[src/rtl/gfifo_rd_packer.sv]
// Purpose: read-domain consumer of the gray-code async FIFO; packs 4-bit entries LSB-first into words.
// Latency: a word is valid from the edge that captures its last nibble; requests issue one cycle after they qualify.
// Backpressure: a held output word lets the pack register fill, then the credit rule stops FIFO requests.
// Optional feature macro: GFIFO_PACK_ERR_EN (drop unexpected rd_valid pulses and raise a sticky err).
module gfifo_rd_packer #(
  parameter int NIB_PER_WORD = 4
) (
  input  logic                                 rd_clk,
  input  logic                                 rst,
  input  logic                                 empty,
  input  logic                                 rd_valid,
  input  logic [3:0]                           rd_data,
  output logic                                 rd_req_,
  input  logic                                 flush,
  output logic                                 out_valid,
  input  logic                                 out_ready,
  output logic [4*NIB_PER_WORD-1:0]            out_data,
  output logic [$clog2(NIB_PER_WORD+1)-1:0]    out_nib_cnt
`ifdef GFIFO_PACK_ERR_EN
  ,
  output logic                                 err
`endif
);

  localparam int OUT_W = 4 * NIB_PER_WORD;
  localparam int CNT_W = $clog2(NIB_PER_WORD + 1);
  localparam logic [CNT_W-1:0] FULL = CNT_W'(NIB_PER_WORD);

  typedef enum logic [1:0] {
    RUN        = 2'd0,
    FLUSH_WAIT = 2'd1,
    FLUSH_EMIT = 2'd2
  } state_t;

  state_t             state;
  logic [CNT_W-1:0]   outst;
  logic [CNT_W-1:0]   pack_cnt;
  logic [OUT_W-1:0]   pack_reg;

  logic               req_now;
  logic               slot_free;
  logic               take;
  logic               can_req;
  logic               full_xfer;
  logic               flush_xfer;
  logic               load;
  logic [CNT_W-1:0]   outst_nxt;
  logic [CNT_W-1:0]   pack_cnt_a;
  logic [CNT_W-1:0]   pack_cnt_nxt;
  logic [CNT_W:0]     credit_sum;
  logic [OUT_W-1:0]   pack_reg_a;
  logic [OUT_W-1:0]   emit_data;

  // Next-state datapath: credit accounting, nibble capture, word/flush emission decision.
  always_comb begin
    req_now   = !rd_req_;
    slot_free = !out_valid || out_ready;

    // A nibble is never written past a full pack register; a legitimate one cannot
    // arrive then because credits cover pack space.
`ifdef GFIFO_PACK_ERR_EN
    take = rd_valid && ((outst != '0) || req_now) && (pack_cnt != FULL);
`else
    take = rd_valid && (pack_cnt != FULL);
`endif

    // Request and return in the same cycle cancel; an unmatched return saturates at zero.
    outst_nxt = outst;
    if (req_now && !rd_valid) begin
      outst_nxt = outst + CNT_W'(1);
    end else if (!req_now && rd_valid && (outst != '0)) begin
      outst_nxt = outst - CNT_W'(1);
    end

    pack_reg_a = pack_reg;
    pack_cnt_a = pack_cnt;
    if (take) begin
      for (int k = 0; k < NIB_PER_WORD; k++) begin
        if (CNT_W'(k) == pack_cnt) begin
          pack_reg_a[4*k +: 4] = rd_data;
        end
      end
      pack_cnt_a = pack_cnt + CNT_W'(1);
    end

    // Nibbles above the fill level hold stale data from earlier words; zero them.
    emit_data = '0;
    for (int k = 0; k < NIB_PER_WORD; k++) begin
      if (CNT_W'(k) < pack_cnt_a) begin
        emit_data[4*k +: 4] = pack_reg_a[4*k +: 4];
      end
    end

    full_xfer    = (pack_cnt_a == FULL) && slot_free;
    flush_xfer   = (state == FLUSH_EMIT) && slot_free && !full_xfer;
    load         = full_xfer || flush_xfer;
    pack_cnt_nxt = load ? '0 : pack_cnt_a;

    // Credits already spent: entries in flight plus entries waiting in the pack register.
    credit_sum = {1'b0, outst} + {1'b0, pack_cnt};
    can_req    = (state == RUN) && !flush && !empty && rd_req_ &&
                 (credit_sum < (CNT_W+1)'(NIB_PER_WORD));
  end

  // Flush sequencing: stop requesting, drain in-flight entries, then emit any partial word.
  always_ff @(posedge rd_clk) begin
    if (rst) begin
      state <= RUN;
    end else begin
      case (state)
        RUN: begin
          if (flush) state <= FLUSH_WAIT;
        end
        FLUSH_WAIT: begin
          if (outst == '0) state <= (pack_cnt_nxt == '0) ? RUN : FLUSH_EMIT;
        end
        FLUSH_EMIT: begin
          if (slot_free) state <= RUN;
        end
        default: state <= RUN;
      endcase
    end
  end

  // One-cycle active-low read strobes and the count of reads still awaiting rd_valid.
  always_ff @(posedge rd_clk) begin
    if (rst) begin
      rd_req_ <= 1'b1;
      outst   <= '0;
    end else begin
      rd_req_ <= !can_req;
      outst   <= outst_nxt;
    end
  end

  // Pack register and its fill level.
  always_ff @(posedge rd_clk) begin
    if (rst) begin
      pack_reg <= '0;
      pack_cnt <= '0;
    end else begin
      pack_reg <= pack_reg_a;
      pack_cnt <= pack_cnt_nxt;
    end
  end

  // Output slot: reload on the accepting edge keeps one word per cycle at the port.
  always_ff @(posedge rd_clk) begin
    if (rst) begin
      out_valid   <= 1'b0;
      out_data    <= '0;
      out_nib_cnt <= '0;
    end else if (load) begin
      out_valid   <= 1'b1;
      out_data    <= emit_data;
      out_nib_cnt <= pack_cnt_a;
    end else if (out_ready) begin
      out_valid   <= 1'b0;
    end
  end

`ifdef GFIFO_PACK_ERR_EN
  // Sticky flag for a return pulse with no read in flight.
  always_ff @(posedge rd_clk) begin
    if (rst) begin
      err <= 1'b0;
    end else if (rd_valid && (outst == '0) && !req_now) begin
      err <= 1'b1;
    end
  end
`endif

endmodule

[config.mk]
export PLATFORM = sky130hd
export DESIGN_NAME = gfifo_rd_packer
export DESIGN_NICKNAME = d
export VERILOG_FILES = /design/src/rtl/gfifo_rd_packer.sv
export SDC_FILE = /design/constraint.sdc
export NUM_CORES = 1
export LEC_CHECK = 0
export CORE_AREA = 2 2 70 72
export CTS_BUF_LIST = sky130_fd_sc_hd__clkbuf_8 sky130_fd_sc_hd__clkbuf_16
export DETAILED_ROUTE_END_ITERATION = 7
export DIE_AREA = 0 0 72 74
export GPL_ROUTABILITY_DRIVEN = 0
export GPL_TIMING_DRIVEN = 0
export PLACE_DENSITY = 0.68
export SLEW_MARGIN = 15
export SYNTH_ARGS = -nofsm -noshare
export SYNTH_HDL_FRONTEND = slang
export SYNTH_SLANG_ARGS = --single-unit
[constraint.sdc]
create_clock -name rd_clk -period 2.7 [get_ports rd_clk]
set_input_delay 0.54 -clock rd_clk [delete_from_list [all_inputs] [get_ports rd_clk]]
set_output_delay 0.54 -clock rd_clk [all_outputs]
set_load 0.1 [all_outputs]
==> impl_summary.txt, run 1 <==
----------------------------------------------------
[Logic synthesis]
  Mapped Area ... 0.002017 mm2
  FFs w/ async S/R, synth ... 0%
  Cell count after synthesis ... a little under 200
  Number of library cell types mapped by synthesis ... 44
  Post-synthesis area per instance ... 10.34 um2
  Fraction of the yosys area taken by sequential cells ... between 40% and 50%
  Dominant cells by area after synthesis ... sky130_fd_sc_hd__dfxtp_1 (45%), sky130_fd_sc_hd__mux2i_1 (7.4%), sky130_fd_sc_hd__o22a_2 (6.0%)
  Number of enable flip-flop cells after synthesis ... 0
  Number of warnings printed during yosys synthesis ... 0
  Cell with the most instances after synthesis ... sky130_fd_sc_hd__dfxtp_1
  Net Count, Synth ... 213
  Yosys top cell area share ... roughly 45%
  Yosys reg bits ... 45
  Ys flop type ... sky130_fd_sc_hd__dfxtp_1
  Cell type with the highest aggregate area in the netlist ... sky130_fd_sc_hd__dfxtp_1
  Most frequent cells after synthesis ... sky130_fd_sc_hd__dfxtp_1 (45), sky130_fd_sc_hd__nor2_1 (22), sky130_fd_sc_hd__mux2i_1 (15), sky130_fd_sc_hd__o22a_2 (12)

[Timing]
  Tightest Pin Transition ... between 0.9 and 1 ns
  Worst max-slew margin expressed relative to the limit ... a little over a third
  Setup skew after layout ... 0.002552 ns
  Slew Viols, Final ... 0
  RSZ-0062 raised after global routing ... no
  Final Setup Violations ... 0
  Sum Neg Setup Slack ... 0 ns
  Fmax ... 407.8 MHz
  Final Hold Violating Endpoints ... 0
  Shortest clock period the worst path allows after layout ... 2.452 ns
  Final worst path period share ... approximately 91%

[Finish]
  N_diodes ... 0
  Number of standard cells in the final layout excluding fillers ... 287
  Share of post-route cells with drive strength above 1 ... 15.02%
  Final instance area ... 0.002505 mm2
  Number of nets in the layout ... 250
  Post-route core utilization ... around 54%
  Area growth syn-to-layout ... 24.19%

[Detailed routing]
  Post-route DRC ... 0
  Vias per cell ... 5.488
  Detailed-routing iteration count for the pre-antenna-repair pass ... 4
  Wirelength per Cell ... 15.30 um
  Antenna-violating nets left ... 0
  Initial detailed-routing violation count ... 94
  Aggregate routed wire length ... ~4400 um
  DR vias ... 1575

[Die]
  Die X ... 72 um
  Row Count ... 25
  Initial Utilization ... 43.86%
  Die area ... 0.005328 mm2
  Height of the chip ... 74 um
  Number of I/O pins ... 31
  Core Area ... 0.004598 mm2

[GRT]
  GRT Overall Usage ... between 10% and 20%
  M3 GR Usage ... between 4 and 5%
  Maximum number of pins on one net before global-route repair ... 15
  First-pass GRT wire length ... 7334 um
  Met1 track demand over resource in global routing ... 24.19%
  Residual overflow from global routing ... 0
  Number of global-route vias before repair ... 1502
  Most Used Layer, Global Route ... met2
  Number of antenna violations at the first check in global routing ... 0
  Fraction of met2 tracks used by global routing ... 27.88%

[Setup path]
  Crit path launch type ... flop
  Endpoint arrival time on the critical path ... 2.70 ns
  Crit-path slowest cell ... sky130_fd_sc_hd__dfxtp_1
  Maximum fanout encountered on the critical timing path ... 10
  Cell Chain, Critical Path ... inv_1 > ha_1 > a21bo_4 > mux2_4 > a311oi_4 > buf_6 > o22a_2
  Delay of the slowest cell on the worst path ... roughly 0.53 ns
  Required time of the critical path ... 2.95 ns
  Critical Setup Path Class ... reg2reg
  Type of element capturing the critical path ... flop

[Placement]
  Total cell area at the placement stage ... 0.002385 mm2
  Detailed placement HPWL ... 3140 um
  Placed cell count ... about 280
  Port Buffers ... 30

[Clock network]
  H-tree depth reported by CTS ... 2
  Bufs on Longest Clock Path ... 2
  Buffer cell driving the clock tree root ... sky130_fd_sc_hd__clkbuf_8
  Post-CTS Setup Inserts ... 0
  Clock insertion delay at the later pin of the skew report ... 0.30 ns
  Post-cts sizing count ... 0
  Clock sink count ... 45
  Total CTS buffers ... 5
  Post-CTS Hold Buffers ... 0
  Clock tree from TritonCTS ... yes
  Clock slew at reported path FFs ... 0.08 ns

[Power]
  Leakage power ... 0.9765 nW
  Peak supply drop ... 0.5981 mV
  Pwr Density ... 904.4 mW/mm2
  Power, Total ... 2.265 mW

[Flow run]
  Max-capacitance violation count ... 0

[Hold path]
  Hold crit path type ... reg2reg

[Outcome]
  Result of the run ... completed

----------------------------------------------------
[cells by family after synthesis]
family,share of synthesized area (%)
compound gates,22.58
xor+xnor,1.303
fa+ha+maj,5.335
buf+inv,4.714
flops,44.66
mux,8.746
simple gates,12.66
[through the flow]
step	hold WS, ns	setup WS (ns)
after floorplan	0.4240	0.5466
final	0.4575	0.2480
after global placement	0.4414	0.1146
after detailed placement	0.4410	0.1200
after CTS	0.4538	0.2844
after global routing	0.4868	0.1544
[final cells by class]
| class | count | area [um2] |
|---|---|---|
| flip-flops and latches | 45 | 900.9 |
| clock inverters | 2 | 37.54 |
| multi-input cells | 133 | 1021 |
| well taps | 54 | 67.56 |
| plain buffers | 10 | 68.82 |
| fillers | 416 | 2093 |
| inverters | 7 | 26.28 |
| repair buffers | 30 | 300.3 |
| clock buffers | 6 | 82.58 |
[layout by cell type (no fill, tap or decap), types with 2 or more instances in the layout]
| master | synthesis | layout |
|---|---|---|
| sky130_fd_sc_hd__dfxtp_1 | 45 | 45 |
| sky130_fd_sc_hd__clkdlybuf4s50_1 | 0 | 30 |
| sky130_fd_sc_hd__nor2_1 | 22 | 22 |
| sky130_fd_sc_hd__mux2i_1 | 15 | 15 |
| sky130_fd_sc_hd__o22a_2 | 12 | 12 |
| sky130_fd_sc_hd__nor3_1 | 9 | 9 |
| sky130_fd_sc_hd__a211oi_1 | 9 | 9 |
| sky130_fd_sc_hd__inv_1 | 7 | 7 |
| sky130_fd_sc_hd__ha_1 | 7 | 7 |
| sky130_fd_sc_hd__a21oi_1 | 6 | 6 |
| sky130_fd_sc_hd__nand3_1 | 6 | 6 |
| sky130_fd_sc_hd__clkbuf_8 | 0 | 6 |
| sky130_fd_sc_hd__buf_6 | 4 | 4 |
| sky130_fd_sc_hd__nand2b_1 | 4 | 4 |
| sky130_fd_sc_hd__clkbuf_1 | 4 | 4 |
| sky130_fd_sc_hd__o21ai_0 | 4 | 4 |
| sky130_fd_sc_hd__nor2b_1 | 3 | 3 |
| sky130_fd_sc_hd__nand2_1 | 3 | 3 |
| sky130_fd_sc_hd__nand3b_1 | 3 | 3 |
| sky130_fd_sc_hd__a22o_2 | 3 | 3 |
| sky130_fd_sc_hd__a311oi_1 | 2 | 2 |
| sky130_fd_sc_hd__a211oi_2 | 2 | 2 |
| sky130_fd_sc_hd__xor2_1 | 2 | 2 |
[power by group]
part           switching, mW  internal (mW)  total, mW  leakage [nW]
sequential            0.0784          0.759      0.837         0.366
clock                  0.234          0.301      0.535        0.0574
combinational          0.603          0.290      0.893         0.553
total                  0.915           1.35       2.27         0.977
[metal layers]
| metal | wire (um) | part of all wire (%) |
|---|---|---|
| met3 | 195 | 4.4 |
| met1 | 2165 | 49 |
| met5 | 0 | 0 |
| met2 | 1940 | 44 |
| met4 | 91 | 2.1 |
[path summary, 6_finish.rpt]
check,from,to,slack (ns),depth (start not counted)
max reg2reg,pack_cnt[0]$_SDFF_PP0_,out_data[6]$_SDFFE_PP0P_,0.25,7
min,state[1]$_SDFFE_PP0P_,state[0]$_SDFFE_PP0P_,0.46,1
max,pack_cnt[0]$_SDFF_PP0_,out_data[6]$_SDFFE_PP0P_,0.25,7
min reg2reg,state[1]$_SDFFE_PP0P_,state[0]$_SDFFE_PP0P_,0.46,1
[critical path: cells and delay by family, from the launching register on]
kind / cells / cell delay (ns)
adder cells (fa/ha/maj): 1 / 0.29
buffers and inverters: 2 / 0.32
AO/OA/AOI/OAI: 3 / 0.92
multiplexers: 1 / 0.34
flip-flops: 1 / 0.53
No activity file was read; power rests on OpenSTA's default activity.
==> run 2: changes to the inputs <==
--- a/config.mk
+++ b/config.mk
@@ -16,3 +16,4 @@
 export SYNTH_ARGS = -nofsm -noshare
 export SYNTH_HDL_FRONTEND = slang
 export SYNTH_SLANG_ARGS = --single-unit
+export TNS_END_PERCENT = 10
==> results of run 2 <==
No change in the layout: final DEF, timing and power equal those of run 1.
==> run 3: changes to the inputs <==
==> constraint.sdc (replaced) <==
create_clock -name rd_clk -period 2.4 [get_ports rd_clk]
set_input_delay 0.48 -clock rd_clk [delete_from_list [all_inputs] [get_ports rd_clk]]
set_output_delay 0.48 -clock rd_clk [all_outputs]
set_load 0.1 [all_outputs]
==> impl_summary.txt, run 3 (synthesis results as in run 1) <==
----------------------------------------------------
[Finish]
  Sequential cell area ... 903.4 um2 (was 900.9 um2)
  Post-route core utilization ... 54.53% (was 54.48%)
  N_diodes ... 0 (unchanged)
  Area growth syn-to-layout ... 24.32% (was 24.19%)
  Multi-input logic area ... 0.001021 mm2 (unchanged)
  Number of nets in the layout ... 250 (unchanged)
  Share of post-route cells with drive strength above 1 ... 15.88% (was 15.02%)
  Commonest non-fill, non-tap cell in the layout ... sky130_fd_sc_hd__dfxtp_1 (unchanged)
  Number of fill cells ... 414 (was 416)
  Commonest non-fill, non-tap cells in the layout ... sky130_fd_sc_hd__dfxtp_1 (43), sky130_fd_sc_hd__clkdlybuf4s50_1 (30), sky130_fd_sc_hd__nor2_1 (22), sky130_fd_sc_hd__mux2i_1 (15), sky130_fd_sc_hd__o22a_2 (12) (was sky130_fd_sc_hd__dfxtp_1 (45), sky130_fd_sc_hd__clkdlybuf4s50_1 (30), sky130_fd_sc_hd__nor2_1 (22), sky130_fd_sc_hd__mux2i_1 (15), sky130_fd_sc_hd__o22a_2 (12))

[Setup path]
  Endpoint arrival time on the critical path ... 1.82 ns (was 2.70 ns)
  Family of cells with the greatest summed delay on the critical path ... buffers and inverters (was compound AO/OA/AOI/OAI gates)
  Critical Setup Path Class ... reg2out (was reg2reg)
  Worst-case reg-to-reg path depth ... 8 (was 7)
  Crit-path slowest cell ... sky130_fd_sc_hd__clkdlybuf4s50_1 (was sky130_fd_sc_hd__dfxtp_1)
  Cell Chain, Critical Path ... clkdlybuf4s50_1 (was inv_1 > ha_1 > a21bo_4 > mux2_4 > a311oi_4 > buf_6 > o22a_2)
  Type of element capturing the critical path ... output pin (was flop)
  Crit path launch type ... flop (unchanged)
  Buf/Inv on CP ... 1 (was 2)
  Maximum fanout encountered on the critical timing path ... 4 (was 10)
  Required time of the critical path ... 1.92 ns (was 2.95 ns)
  Register-to-register setup slack ... 0.12 ns (was 0.25 ns)
  WP depth ... 1 (was 7)
  R2R Path End ... out_data[9]$_SDFFE_PP0P_ (was out_data[6]$_SDFFE_PP0P_)
  Worst reg2reg path startpoint ... pack_cnt[0]$_SDFF_PP0_ (unchanged)
  Delay of the slowest cell on the worst path ... 1.14 ns (was 0.53 ns)

[Die]
  Number of I/O pins ... 31 (unchanged)
  Initial Utilization ... 43.86% (unchanged)
  Row Count ... 25 (unchanged)
  Die area ... 0.005328 mm2 (unchanged)
  Height of the chip ... 74 um (unchanged)
  Die X ... 72 um (unchanged)
  Core Area ... 0.004598 mm2 (unchanged)

[Power]
  Fraction of power spent switching nets ... 40.33% (was 40.41%)
  Clock power frac ... 23.5% (was 23.6%)
  Peak supply drop ... 0.6728 mV (was 0.5981 mV)
  Leakage power ... 0.9772 nW (was 0.9765 nW)
  Part of the power in registers ... 37.0% (about the same)
  Power, Total ... 2.548 mW (was 2.265 mW)
  Net switching power ... 1.028 mW (was 915.4 uW)
  Pwr Density ... 1016 mW/mm2 (was 904.4 mW/mm2)
  Relative contribution of combinational cells to total power ... 39.4% (about the same)
  Internal Power ... 1.521 mW (was 1.350 mW)

[GRT]
  First-pass GRT wire length ... 7334 um (unchanged)
  GRT Overall Usage ... 18.14% (unchanged)
  Fraction of met2 tracks used by global routing ... 27.88% (unchanged)
  Number of global-route vias before repair ... 1502 (unchanged)
  Maximum number of pins on one net before global-route repair ... 15 (unchanged)
  Residual overflow from global routing ... 0 (unchanged)
  Most Used Layer, Global Route ... met2 (unchanged)
  M3 GR Usage ... 4.743% (unchanged)
  Number of antenna violations at the first check in global routing ... 0 (unchanged)
  Met1 track demand over resource in global routing ... 24.19% (unchanged)

[Timing]
  Worst max-slew margin expressed relative to the limit ... 34.89% (was 34.86%)
  Final Hold Violating Endpoints ... 0 (unchanged)
  Setup skew after layout ... 0.001991 ns (was 0.002552 ns)
  Fmax ... 435.7 MHz
  Slew Viols, Final ... 0 (unchanged)
  Final Setup Violations ... 0 (unchanged)
  RSZ-0062 raised after global routing ... no (unchanged)
  Tightest Pin Transition ... 0.9736 ns (was 0.9741 ns)
  Shortest clock period the worst path allows after layout ... 2.295 ns
  Crit path setup slack, layout ... 0.1049 ns (was 0.2480 ns)
  Final worst path period share ... 95.63%
  WHS ... 0.4590 ns (was 0.4575 ns)
  Sum Neg Setup Slack ... 0 ns (unchanged)

[Clock network]
  Total CTS buffers ... 5 (unchanged)
  Clock tree from TritonCTS ... yes (unchanged)
  H-tree depth reported by CTS ... 2 (unchanged)
  Bufs on Longest Clock Path ... 2 (unchanged)
  Clock sink count ... 45 (unchanged)
  Post-CTS Setup Inserts ... 0 (unchanged)
  Clock slew at reported path FFs ... 0.08 ns (about the same)
  Clock insertion delay at the later pin of the skew report ... 0.30 ns (about the same)
  Buffer cell driving the clock tree root ... sky130_fd_sc_hd__clkbuf_8 (unchanged)
  Post-CTS Hold Buffers ... 0 (unchanged)

[Detailed routing]
  Wirelength per Cell ... 15.29 um (was 15.30 um)
  Initial detailed-routing violation count ... 77 (was 94)
  Aggregate routed wire length ... 4387 um (was 4392 um)
  Post-route DRC ... 0 (unchanged)
  DR vias ... 1584 (was 1575)
  Vias per cell ... 5.519 (was 5.488)
  Detailed-routing iteration count for the pre-antenna-repair pass ... 4 (unchanged)
  Antenna-violating nets left ... 0 (unchanged)

[Hold path]
  Cell count of the worst hold path ... 1 (unchanged)
  Hold crit path type ... reg2reg (unchanged)
  Hold-critical path endpoint ... state[0]$_SDFFE_PP0P_ (unchanged)
  Start point of the worst min-delay path ... state[1]$_SDFFE_PP0P_ (unchanged)

[Flow run]
  Max-capacitance violation count ... 0 (unchanged)

[Placement]
  Port Buffers ... 30 (unchanged)
  Detailed placement HPWL ... 3140 um (unchanged)
  Post-placement setup slack ... -0.1200 ns (was 0.1200 ns)

[Outcome]
  Result of the run ... completed (unchanged)

----------------------------------------------------
==> run 3: cell counts in the layout (fill, tap and decap cells not counted) <==
Identical to the previous run, type by type.
==> run 3: final cells by class <==
type | instances | area share, %
multi-input combinational | 133 | 40.72
sequential | 45 | 36.03
buffer | 10 | 2.745
tap | 54 | 2.695
clock inverter | 2 | 1.497
inverter | 7 | 1.048
clock buffer | 6 | 3.293
timing repair buffer | 30 | 11.98
==> run 3: metrics by stage <==
stage                     instances  cell area [um2]
after detailed placement        279             2385
after CTS                       287             2506
after global placement          279             2385
final                           287             2507
after floorplan                 195             2017
after global routing            287             2507
==> run 3: power groups by stage <==
stage,Combinational [mW],Clock [mW],Sequential [mW]
global placement,0.999,0,0.957
global route,1.08,0.644,0.958
floorplan,0.409,0,1.33
finish,1.01,0.599,0.944
CTS,1.01,0.609,0.943
detailed placement,0.999,0,0.958
==> run 3: repair_timing <==
| item | 4_1_cts | 5_1_grt |
|---|---|---|
| pin swaps | 1 | 0 |
| setup endpoints to repair | 10 | 14 |
| resized for setup | 1 | 1 |
==> run 3: routing by layer <==
layer,share of wire [%],up-vias
met5,0,-
met4,2.5,0
met3,4.7,11
met2,44,35
met1,49,750
li1,-,788
==> run 3: worst max path at each step <==
stage	start	endpoint	slack [ns]
after global placement	rd_valid	out_data[9]$_SDFFE_PP0P_	-0.13
after global routing	rd_valid	out_data[6]$_SDFFE_PP0P_	0.03
after floorplan	pack_cnt[0]$_SDFF_PP0_	out_data[10]$_SDFFE_PP0P_	0.25
after detailed placement	rd_valid	out_data[9]$_SDFFE_PP0P_	-0.12
after CTS	pack_cnt[1]$_SDFF_PP0_	out_data[9]$_SDFFE_PP0P_	0.01
final	rd_req_$_SDFF_PP1_	rd_req_	0.10
